`config.mk`:
```
export PLATFORM = sky130hd
export DESIGN_NAME = board_controller
export DESIGN_NICKNAME = d
export VERILOG_FILES = /design/src/rtl/board_controller.sv
export SDC_FILE = /design/constraint.sdc
export NUM_CORES = 1
export LEC_CHECK = 0
export CAP_MARGIN = 10
export CORE_AREA = 2 2 66 68
export CTS_CLUSTER_DIAMETER = 200
export DETAILED_ROUTE_END_ITERATION = 7
export DIE_AREA = 0 0 68 70
export DONT_BUFFER_PORTS = 1
export PLACE_DENSITY = 0.69
export SETUP_SLACK_MARGIN = 0.1
export SLEW_MARGIN = 40
export SYNTH_ARGS = -nofsm -noshare
export SYNTH_HDL_FRONTEND = slang
export SYNTH_SLANG_ARGS = --single-unit
```
`constraint.sdc`:
```
create_clock -name clock -period 2.5 [get_ports clock]
set_clock_uncertainty 0.15 [all_clocks]
set_input_delay 0.125 -clock clock [delete_from_list [all_inputs] [get_ports clock]]
set_output_delay 0.125 -clock clock [all_outputs]
set_load 0.005 [all_outputs]
```
`src/rtl/board_controller.sv`:
```
// rtl/board_controller.sv - tic-tac-toe game-state writer for the 3x3 grid
module board_controller #(
  parameter logic [1:0] FIRST_PLAYER = 2'b01,
  parameter logic [3:0] RESTART_KEY  = 4'hA
) (
  input  logic       clock,
  input  logic       reset,
  input  logic       key_valid,
  input  logic [3:0] key_code,
  output logic [1:0] a1,
  output logic [1:0] a2,
  output logic [1:0] a3,
  output logic [1:0] a4,
  output logic [1:0] a5,
  output logic [1:0] a6,
  output logic [1:0] a7,
  output logic [1:0] a8,
  output logic [1:0] a9,
  output logic [1:0] current_player,
  output logic [1:0] winner,
  output logic       game_over,
  output logic [8:0] win_line,
  output logic [3:0] move_count,
  output logic       illegal_move
);

  localparam logic [1:0] PLAY  = 2'd0;
  localparam logic [1:0] CHECK = 2'd1;
  localparam logic [1:0] OVER  = 2'd2;

  localparam logic [1:0] DRAW  = 2'b11;

  logic [1:0] state;
  logic [1:0] board [9];

  logic [8:0] sel;
  logic [8:0] occupied;
  logic [8:0] win_mask;
  logic       restart;
  logic       place_ok;
  logic       place_bad;

  assign a1 = board[0];
  assign a2 = board[1];
  assign a3 = board[2];
  assign a4 = board[3];
  assign a5 = board[4];
  assign a6 = board[5];
  assign a7 = board[6];
  assign a8 = board[7];
  assign a9 = board[8];

  // Restart wins over everything, including the result of a CHECK cycle.
  assign restart = key_valid && (key_code == RESTART_KEY);

  function automatic logic same3(input logic [1:0] x, input logic [1:0] y, input logic [1:0] z);
    return (x != 2'b00) && (x == y) && (y == z);
  endfunction

  // Decode the key into a one-hot cell select and flag which cells already hold a mark.
  always_comb begin
    sel      = '0;
    occupied = '0;
    for (int i = 0; i < 9; i++) begin
      sel[i]      = (key_code == 4'(i + 1));
      occupied[i] = (board[i] != 2'b00);
    end
  end

  // Only a cell key (1..9) can be placed or rejected; other codes are silently ignored.
  assign place_ok  = key_valid && (|sel) && !(|(sel & occupied));
  assign place_bad = key_valid && (|(sel & occupied));

  // Union of every completed line, so a double win lights both lines.
  always_comb begin
    win_mask = '0;
    if (same3(board[0], board[1], board[2])) win_mask = win_mask | 9'b000000111;
    if (same3(board[3], board[4], board[5])) win_mask = win_mask | 9'b000111000;
    if (same3(board[6], board[7], board[8])) win_mask = win_mask | 9'b111000000;
    if (same3(board[0], board[3], board[6])) win_mask = win_mask | 9'b001001001;
    if (same3(board[1], board[4], board[7])) win_mask = win_mask | 9'b010010010;
    if (same3(board[2], board[5], board[8])) win_mask = win_mask | 9'b100100100;
    if (same3(board[0], board[4], board[8])) win_mask = win_mask | 9'b100010001;
    if (same3(board[2], board[4], board[6])) win_mask = win_mask | 9'b001010100;
  end

  // Game FSM: place a mark in PLAY, judge the board in CHECK, freeze in OVER.
  always_ff @(posedge clock) begin
    if (!reset || restart) begin
      state          <= PLAY;
      for (int i = 0; i < 9; i++) board[i] <= 2'b00;
      current_player <= FIRST_PLAYER;
      winner         <= 2'b00;
      game_over      <= 1'b0;
      win_line       <= '0;
      move_count     <= '0;
      illegal_move   <= 1'b0;
    end else begin
      illegal_move <= 1'b0;
      case (state)
        PLAY: begin
          if (place_ok) begin
            for (int i = 0; i < 9; i++) begin
              if (sel[i]) board[i] <= current_player;
            end
            if (move_count != 4'd9) move_count <= move_count + 4'd1;
            state <= CHECK;
          end else if (place_bad) begin
            illegal_move <= 1'b1;
          end
        end
        CHECK: begin
          if (|win_mask) begin
            winner    <= current_player;
            win_line  <= win_mask;
            game_over <= 1'b1;
            state     <= OVER;
          end else if (move_count == 4'd9) begin
            winner    <= DRAW;
            win_line  <= '0;
            game_over <= 1'b1;
            state     <= OVER;
          end else begin
            current_player <= (current_player == 2'b01) ? 2'b10 : 2'b01;
            state          <= PLAY;
          end
        end
        OVER: begin
          state <= OVER;
        end
        default: begin
          state <= PLAY;
        end
      endcase
    end
  end

endmodule

```
Word-level counts from Yosys, hierarchy flattened

Memory sizes are Yosys's and may differ from the RTL's.
Cells that the tools add are included.

Add/sub/neg operators: 1
Equal/unequal tests: 32
Muxes and demuxes: 76
Bitwise gates (word level): 13
Reduce and logical (&&, ||, !) cells: 41

Operator list:

| kind                  | count |
|---|---|
| $mux W1               | 50 |
| $mux W9               | 5 |
| $eq A2 B2 Y1          | 16 |
| $mux W2               | 15 |
| $reduce_or A9 Y1      | 3 |
| $logic_and A1 B1 Y1   | 20 |
| $reduce_bool A2 Y1    | 10 |
| $eq A4 B3 Y1 const B  | 4 |
| $eq A4 B4 Y1 const B  | 4 |
| $mux W7               | 2 |
| $and A9 B9 Y9         | 1 |
| $or A1 B1 Y1          | 9 |
| $eq A4 B2 Y1 const B  | 2 |
| $mux W8               | 1 |
| $mux W6               | 1 |
| $pmux W2 S3           | 1 |
| $reduce_and A3 Y1     | 2 |
| $add A4 B1 Y4 const B | 1 |
| $eq A2 B1 Y1 const B  | 2 |
| $eq A4 B1 Y1 const B  | 1 |
| $ne A4 B4 Y1 const B  | 1 |
| $mux W3               | 1 |
| $not A1 Y1            | 3 |
| $reduce_or A3 Y1      | 1 |
| other kinds (6)       | 7 |

Register bits: 21
RAM bits: 18
Bits of input ports: 7
Output and inout port bits: 37
Logic and storage cells: 171
Memories: 1

Memory list:

| name  | words | bits a word | read ports | clocked after memory_dff | write ports | RTL line | source |
|---|---|---|---|---|---|---|---|
| board | 9     | 2           | 9          | 0                        | 9           | 34       | `logic [1:0] board [9];` |

Depth between registers and ports, before layout

Gate-level depths: netlist (run 1).
An unclocked memory read counts as a cell.

Word-level depth: 15
Gate-level depth with buffers: 8

Least setup slack after synthesis (run 1)

No wires, ideal clock.

Kind: register to register
From: memory board[4][0], in the netlist board[0][8]
To: memory board[8][0], in the netlist board[0][16] (enable)
Library setup time: 0.338 ns
Arrival time: 1.779 ns
Setup slack: 0.233 ns
Stages on the path, launching flop included: 8
Path buffers: 2
Path through: edfxtp_1 -> buf_2 -> nor3b_2 -> o32ai_2 -> a2111oi_2 -> o21bai_1 -> buf_2 -> o31ai_1

RTL lines:

| item               | RTL line |
|---|---|
| start: declaration | 34 |

==> results by group, run 1 <==
Power and ir drop
  – Net Sw Power: 0.000370 W
  – Sequential power share: 53.9%
  – Pint: 0.000972 W
  – Maximum vdd drop: 0.404 mV
  – Leak pwr: 0.917 nW
  – Switching Share: 27.6%
  – Clock share of power: 31.3%
  – Comb pwr share: 14.8%
  – Pwr dens: 540 nW/um^2

Die
  – Die ar.: 4760 sq um
  – Core area: 4140 sq um
  – Die H: 70 um
  – # rows: 24
  – Io pins: 44
  – Starting Density: 52.4%
  – Die width: 68 um

Global routing
  – Largest net degree at the start of global routing: 20
  – Total gr overflow: 0
  – GR Util All Layers: 25.0%
  – First-pass GRT wire length: 8980 um
  – Initial antenna violation count: 0
  – Vias in the first global route: 1876

Hold path
  – Hold Path Stages: 3
  – Worst min-delay path class: in -> reg

Drt
  – DR vias: 1951
  – Via density: 6.33
  – Routed WL per cell: 17.8 um
  – Post-Route WL: 5470 um
  – Iteration count of the initial detailed-routing pass: 4
  – Post-route ant nets: 0
  – DRC: 0
  – DR iter-0 viols: 176

Clock tree
  – CTS tree: built
  – Root buf cell: clkbuf_8
  – Max Root-Sink Buffers: 2
  – Clk_lat worst skew: 290 ps
  – Clock Sinks: 39
  – CTS H-tree depth: 2
  – CTS Buf Count: 5
  – Clock transition at path regs: 80 ps

Synth
  – Post-Syn Instances: 236
  – Combinational family with the most area after synthesis: simple AND/OR/NAND/NOR gates
  – Syn_area_per_cell: 9.19 sq um
  – Post-synth top area cell: edfxtp_1
  – Async S/R FF share, synth: 0%
  – Top FF cell, synth: dfxtp_1
  – Post-synth top area share: 24.9%
  – Sequential share of the synthesized area: 44.3%
  – Number of synthesized flops with an enable pin: 18
  – Simple-gate area share of the yosys netlist: 25.7%
  – Unique masters post-synth: 51
  – Mux cell area share after synthesis: 0%
  – XOR/XNOR Fraction of Synth Area: 0%
  – Synth warnings: 0
  – Adder-cell share of the synthesized area: 1.15%
  – Synth Cell Area: 2170 sq um
  – Top cells by area, synth: edfxtp_1 (25%), dfxtp_1 (19%), a21oi_1 (6.5%)
  – Complex-gate fraction of the synthesized area: 23.5%
  – Syn_nets: 245
  – Yosys reg bits: 39

Placement
  – Detailed placement HPWL: 3930 um
  – Pre-CTS setup slack: 191 ps
  – GPL Wtd Cong: 0.814
  – # placed instances: 297
  – PortBufs: 0

Flow run
  – Max cap viols: 0

Critical path
  – CP Data Required Time: 2310 ps
  – Setup CP Type: reg -> reg
  – Critical path capture point type: register
  – Startpoint types: register
  – R2R depth: 7
  – Crit Path Max Fanout: 12
  – CP arrival: 2100 ps

Timing
  – Tcrit/Tclk final: 91.6%
  – Setup ws final: 211 ps
  – Relative slew slack: 53.5%
  – Hold violation count in the final report: 0
  – Slew Viols, Final: 0
  – Tmin final: 2290 ps
  – Fmax: 0.437 GHz
  – RSZ-0062 raised after global routing: true
  – Worst-Margin Slew: 698 ps
  – Setup violations, final: 0
  – Sum of negative setup slack: 0 ps

Finish
  – Fillers: 363
  – Share of cells above drive strength 1: 18.8%
  – Final std cells w/o fill: 308
  – Area Overhead vs Synth: 14.6%
  – # nets final: 264
  – Diodes inserted: 0

Status
  – Outcome: finished clean
## sequential cells by signal, summed over array words and instances (netlist names)
name,count
game_over,1
winner,2
move_count,4
state,2
illegal_move,1
board,18
current_player,2
win_line,9
## metrics by stage
step / area (sq um) / hold slack [ps] / power, W / util, %
detailed placement: 2340 / 223 / 0.000924 / 56.4
global placement: 2340 / 218 / 0.000919 / 56.4
CTS: 2440 / 3.22 / 0.00134 / 58.9
floorplan: 2170 / 259 / 0.000868 / -
global route: 2490 / 20.5 / 0.00140 / 60.0
finish: 2490 / 22.8 / 0.00134 / 60.0
## Yosys cell counts (all sizes together), types with 6 or more instances
library cell / number
a21oi: 28
dfxtp: 21
edfxtp: 18
nand3: 17
nor2: 15
nand2: 13
inv: 12
or3: 10
buf: 9
nand4: 7
o21ai: 7
nor2b: 6
nor3: 6
## layout by cell type (no fill, tap or decap), types with 2 or more instances in the layout
cell type / count
a31oi_1: 2
a41oi_2: 3
inv_1: 12
o211ai_1: 3
o21ai_0: 4
nor2b_1: 6
a21oi_1: 28
nor3b_2: 2
a41oi_1: 2
o31ai_2: 2
buf_4: 24
and3_1: 2
nor3b_1: 2
a221oi_1: 5
or2_2: 2
o211a_1: 2
o41ai_2: 2
or4_1: 2
and2_1: 2
o21ai_1: 3
dlygate4sd3_1: 2
nand4_1: 7
dfxtp_1: 21
nor2_1: 14
clkbuf_8: 5
a32oi_1: 2
ha_1: 2
nor3_1: 6
nand2_1: 13
or3_1: 10
nand3_1: 17
nand2b_1: 4
edfxtp_1: 18
nand3b_1: 2
## per-layer routing
metal	part of all wire [%]	up-vias	routed length, um	global-route usage [%]
met3	7.2	4	395	6.12
met5	0	-	0	0
met1	46	933	2520	35.5
met2	46	65	2500	37.1
met4	0.90	0	49	8.44
li1	-	949	-	-
## cell type report
| class | instances | area [sq um] | share of cell area [%] |
|---|---|---|---|
| clock buffers | 6 | 72.6 | 2.92 |
| multi-input cells | 171 | 1130 | 45.5 |
| flip-flops and latches | 39 | 961 | 38.6 |
| inverters | 12 | 45.0 | 1.81 |
| repair buffers | 26 | 200 | 8.05 |
| clock inverters | 2 | 11.3 | 0.453 |
| well taps | 52 | 65.1 | 2.62 |
## final timing paths
path,from,end,slack (ps)
worst max-delay path,board[0][14],board[0][4],210
worst min-delay path,key_code[1],state[0],20
worst max register to register,board[0][14],board[0][4],210
worst min register to register,game_over,game_over,320
## kinds of logic (layout without fill, tap and decap cells)
logic type,Yosys count,after routing
AOI/OAI and AO/OA,70,70
adders and majority gates,2,2
buffers and inverters,26,46
DFF,39,39
and+or+nand+nor,99,99
## power by group through the flow
stage / clock, W / combinational [W] / sequential, W
after global routing: 0.000456 / 0.000219 / 0.000728
after global placement: 0 / 0.000183 / 0.000736
after detailed placement: 0 / 0.000186 / 0.000738
final: 0.000421 / 0.000199 / 0.000723
after CTS: 0.000428 / 0.000191 / 0.000723
after floorplan: 0 / 0.000124 / 0.000744
## critical path: stages, from the launching register on
cell	delay, ps
edfxtp_1	410
nor3_1	190
a2111oi_0	100
buf_4	150
or2_1	240
o21bai_1	200
buf_4	210
o41ai_2	300
## timing repair
item                                    CTS  global route
hold buffers                              2             0
endpoints found under the setup margin    0            10
gates resized for setup                   0             6
hold endpoints to repair                  7             0
setup buffers                             0             1
Note: power is estimated with default switching activity, not from simulation.
==> inputs of run 2 (changes only) <==
HOLD_SLACK_MARGIN = 0.06   (was not set)
==> results by group, run 2 (same netlist as run 1, synthesis figures left out) <==
Status
  – Outcome: finished clean

Finish
  – Final std cells w/o fill: 311
  – # nets final: 267
  – Commonest non-fill, non-tap cell in the layout: a21oi_1
  – Share of cells above drive strength 1: 18.5%
  – Fillers: 360
  – Diodes inserted: 0
  – Biggest regs: board (18), win_line (9), move_count (4)
  – Most frequent cells in the layout: a21oi_1 (28), buf_4 (24), dfxtp_1 (21), edfxtp_1 (18), nand3_1 (17)
  – Area Overhead vs Synth: 16.0%
  – Max reg flops: 18
  – Top reg by flops: board

Drt
  – DRC: 0
  – Iteration count of the initial detailed-routing pass: 4
  – Routed WL per cell: 17.8 um
  – Via density: 6.36
  – Post-route ant nets: 0
  – Post-Route WL: 5550 um
  – DR vias: 1978
  – DR iter-0 viols: 150

Hold path
  – Worst min-delay path class: in -> reg
  – Hold worst-path end: board[0][15]
  – Min-delay src: key_code[0]
  – Hold Path Stages: 2

Critical path
  – CP max stage cell: edfxtp_1
  – Setup CP Type: reg -> reg
  – Crit Path Max Fanout: 12
  – Startpoint types: register
  – CP top delay family: compound AO/OA/AOI/OAI gates
  – Critical path capture point type: register
  – Most frequent CP cell: buf_4
  – CP Data Required Time: 2310 ps
  – Worst r2r src: board[0][14]
  – Reg2reg end: board[0][4]
  – Crit-path cells: nor3_1 -> a2111oi_0 -> buf_4 -> or2_1 -> o21bai_1 -> buf_4 -> o41ai_2
  – R2R depth: 7
  – WP buf/inv: 2
  – Reg-to-reg slack, setup: 200 ps
  – CP arrival: 2110 ps
  – Critical path's largest stage delay: 420 ps

Power and ir drop
  – Leak pwr: 0.930 nW
  – Maximum vdd drop: 0.402 mV
  – Pwr dens: 536 nW/um^2

Timing
  – Setup violations, final: 0
  – Hold violation count in the final report: 0
  – Tmin final: 2300 ps
  – Relative slew slack: 54.5%
  – Fmax: 0.435 GHz
  – RSZ-0062 raised after global routing: true
  – Tcrit/Tclk final: 92.0%
  – Slew Viols, Final: 0
  – Hold slack: 65.3 ps
  – Sum of negative setup slack: 0 ps
  – Worst-Margin Slew: 683 ps

Die
  – Core area: 4140 sq um
  – Die width: 68 um
  – # rows: 24
  – Io pins: 44
  – Starting Density: 52.4%
  – Die ar.: 4760 sq um
  – Die H: 70 um

Global routing
  – GR Util All Layers: 25.2%
  – Total gr overflow: 0
  – Vias in the first global route: 1902
  – Initial antenna violation count: 0
  – Largest net degree at the start of global routing: 20
  – First-pass GRT wire length: 9060 um

Clock tree
  – Root buf cell: clkbuf_8
  – CTS Buf Count: 5
  – Clock transition at path regs: 80 ps
  – Clock Sinks: 39
  – Clk_lat worst skew: 300 ps
  – CTS tree: built
  – Max Root-Sink Buffers: 2
  – CTS H-tree depth: 2

Placement
  – GPL Wtd Cong: 0.814
  – Detailed placement HPWL: 3930 um
  – PortBufs: 0
  – # placed instances: 297

Flow run
  – Max cap viols: 0
## run 2: cell count changes in the layout (fill, tap and decap cells not counted)
| cell | change |
|---|---|
| dlygate4sd3_1 | +3 |
## run 2: how the worst max path moves through the flow
stage	from	end	slack, ps	depth (start not counted)
global route	board[0][1]	board[0][4]	90	6
global placement	board[0][0]	current_player[1]	220	6
CTS	board[0][14]	board[0][16]	180	7
finish	board[0][14]	board[0][4]	200	7
floorplan	board[0][8]	board[0][16]	230	7
detailed placement	board[0][0]	win_line[4]	190	6
## run 2: final cells by class
| type | count | area [sq um] | share of cell area (%) |
|---|---|---|---|
| repair buffers | 29 | 230 | 9.15 |
| flip-flops and latches | 39 | 961 | 38.2 |
| inverters | 12 | 45.0 | 1.79 |
| clock buffers | 6 | 72.6 | 2.88 |
| multi-input cells | 171 | 1130 | 45.0 |
| clock inverters | 2 | 11.3 | 0.447 |
| well taps | 52 | 65.1 | 2.58 |
## run 2: metal layers
metal | GRT usage [%] | share of wire [%] | vias to the layer above
met5 | 0 | 0 | -
met4 | 8.44 | 1.2 | 0
met1 | 35.3 | 45 | 942
met2 | 38.0 | 46 | 76
li1 | - | - | 955
met3 | 6.12 | 7.9 | 5
## run 2: repair_timing
item / 4_1_cts / 5_1_grt
gates resized for setup: 0 / 6
endpoints found under the setup margin: 0 / 10
endpoints found under the hold margin: 8 / 2
hold buffers: 4 / 1
buffers inserted: 0 / 1
## run 2: worst register-to-register path, stage by stage, from the launching register on
cell,delay (ps)
edfxtp_1,420
nor3_1,190
a2111oi_0,100
buf_4,160
or2_1,250
o21bai_1,200
buf_4,210
o41ai_2,300
## run 2: through the flow
step	power (W)	utilization (%)	cell area (sq um)	setup WS, ps
floorplan	0.000868	-	2170	233
global placement	0.000919	56.4	2340	218
detailed placement	0.000924	56.4	2340	191
CTS	0.00135	59.4	2460	181
global route	0.00141	60.7	2520	92.4
finish	0.00135	60.7	2520	199
## run 2: report_power, final
part	switching, W	internal [W]
registers	0.0000264	0.000697
clock network	0.000226	0.000196
logic	0.000122	0.0000827
==> inputs of run 3 (changes only) <==
RECOVER_POWER = 100   (was not set)
==> results by group, run 3 (same netlist as run 1, synthesis figures left out) <==
Timing
  – Setup violations, final: 0
  – Hold violation count in the final report: 0
  – RSZ-0062 raised after global routing: true
  – Hold slack: 66.2 ps
  – Tcrit/Tclk final: 93.0%
  – Fmax: 0.430 GHz
  – Slew Viols, Final: 0
  – Tmin final: 2330 ps
  – Relative slew slack: 56.7%
  – Sum of negative setup slack: 0 ps
  – Worst-Margin Slew: 649 ps

Global routing
  – Initial antenna violation count: 0
  – Total gr overflow: 0
  – Vias in the first global route: 1902
  – Largest net degree at the start of global routing: 20
  – GR Util All Layers: 25.2%
  – First-pass GRT wire length: 9060 um

Critical path
  – Critical path capture point type: register
  – R2R depth: 7
  – Reg-to-reg slack, setup: 170 ps
  – CP max stage cell: edfxtp_1
  – Crit-path cells: nor3_1 -> a2111oi_0 -> buf_4 -> or2_0 -> o21bai_1 -> buf_4 -> o31ai_1
  – Most frequent CP cell: buf_4
  – Setup CP Type: reg -> reg
  – CP Data Required Time: 2310 ps
  – CP arrival: 2140 ps
  – Startpoint types: register
  – Worst r2r src: board[0][14]
  – Reg2reg end: board[0][17]
  – Crit Path Max Fanout: 12
  – Critical path's largest stage delay: 420 ps

Finish
  – Diodes inserted: 0
  – Top reg by flops: board
  – Most frequent cells in the layout: a21oi_1 (28), dfxtp_1 (21), edfxtp_1 (18), nand3_1 (17), buf_4 (16)
  – Share of cells above drive strength 1: 14.7%
  – Fillers: 368
  – Biggest regs: board (18), win_line (9), move_count (4)
  – Area Overhead vs Synth: 13.5%
  – Commonest non-fill, non-tap cell in the layout: a21oi_1
  – # nets final: 267
  – Max reg flops: 18

Clock tree
  – CTS H-tree depth: 2
  – Root buf cell: clkbuf_8
  – Clock Sinks: 39
  – CTS tree: built
  – Max Root-Sink Buffers: 2
  – Clk_lat worst skew: 290 ps
  – CTS Buf Count: 5
  – Clock transition at path regs: 80 ps

Drt
  – DRC: 0
  – DR iter-0 viols: 175
  – Metal3 WL: 420 um
  – DR vias: 1970
  – Post-route ant nets: 0
  – Routed WL per cell: 18.0 um
  – Post-Route WL: 5600 um
  – Routed met1 length: 2510 um
  – Top layer in use: met4
  – Via density: 6.33
  – Iteration count of the initial detailed-routing pass: 4
  – Met2 routed WL: 2610 um

Hold path
  – Hold Path Stages: 2
  – Hold worst-path end: board[0][15]
  – Worst min-delay path class: in -> reg
  – Min-delay src: key_code[0]

Power and ir drop
  – Power Total: 0.00134 W
  – Pwr dens: 545 nW/um^2
  – Maximum vdd drop: 0.402 mV
  – Leak pwr: 0.892 nW

Die
  – Die H: 70 um
  – Die width: 68 um
  – Die ar.: 4760 sq um
  – Core area: 4140 sq um
  – # rows: 24
  – Io pins: 44
  – Starting Density: 52.4%

Placement
  – Detailed placement HPWL: 3930 um
  – GPL Wtd Cong: 0.814
  – PortBufs: 0

Status
  – Outcome: finished clean

Flow run
  – Max cap viols: 0
run 3: cell count changes in the layout (fill, tap and decap cells not counted):
cell,change
o32ai_2,-1
clkbuf_2,+1
o32ai_1,+1
o41ai_2,+1
nor2_2,-1
nor2_1,+1
clkbuf_1,+7
o31ai_2,-1
or2_1,-1
buf_4,-8
or2_0,+1
o41ai_4,-1
o31ai_1,+1
run 3: per-stage QoR:
stage	std cells	utilization [%]	worst slack, ps	area, sq um
after floorplan	236	-	233	2170
after global placement	297	56.4	218	2340
after detailed placement	297	56.4	191	2340
after CTS	309	59.4	181	2460
after global routing	311	59.4	52.6	2460
final	311	59.4	174	2460
run 3: worst max-delay path by stage:
stage | slack (ps) | start | end | cells after the start
after floorplan | 230 | board[0][8] | board[0][16] | 7
after global placement | 220 | board[0][0] | current_player[1] | 6
after detailed placement | 190 | board[0][0] | win_line[4] | 6
after CTS | 180 | board[0][14] | board[0][16] | 7
after global routing | 50 | board[0][0] | win_line[4] | 6
final | 170 | board[0][14] | board[0][17] | 7
run 3: timing repair:
action,4_1_cts,5_1_grt
hold buffers,4,1
hold endpoints to repair,8,2
gates resized for setup,0,6
endpoints found under the setup margin,0,10
setup buffers,0,1
run 3: layer usage:
metal	vias up	track usage [%]
met5	-	0
li1	956	-
met3	5	6.12
met4	0	8.44
met1	930	35.3
met2	79	38.0
run 3: final cells by class:
cell class | count | area [sq um] | area share, %
clock inverter | 2 | 11.3 | 0.457
multi-input combinational | 171 | 1110 | 44.9
inverter | 12 | 45.0 | 1.83
sequential | 39 | 961 | 39.0
tap | 52 | 65.1 | 2.64
clock buffer | 6 | 72.6 | 2.95
timing repair buffer | 29 | 201 | 8.18
run 3: power breakdown:
group	internal, W	total (W)	leakage, nW	switching, W
logic	0.0000749	0.000194	0.490	0.000119
clock network	0.000196	0.000424	0.0455	0.000228
registers	0.000697	0.000723	0.356	0.0000265
run 3: worst max-delay path: cells and delay by family (launching register included):
family          cells  cell delay [ps]
buf+inv             2              360
compound gates      3              640
simple gates        2              440
flops               1              420
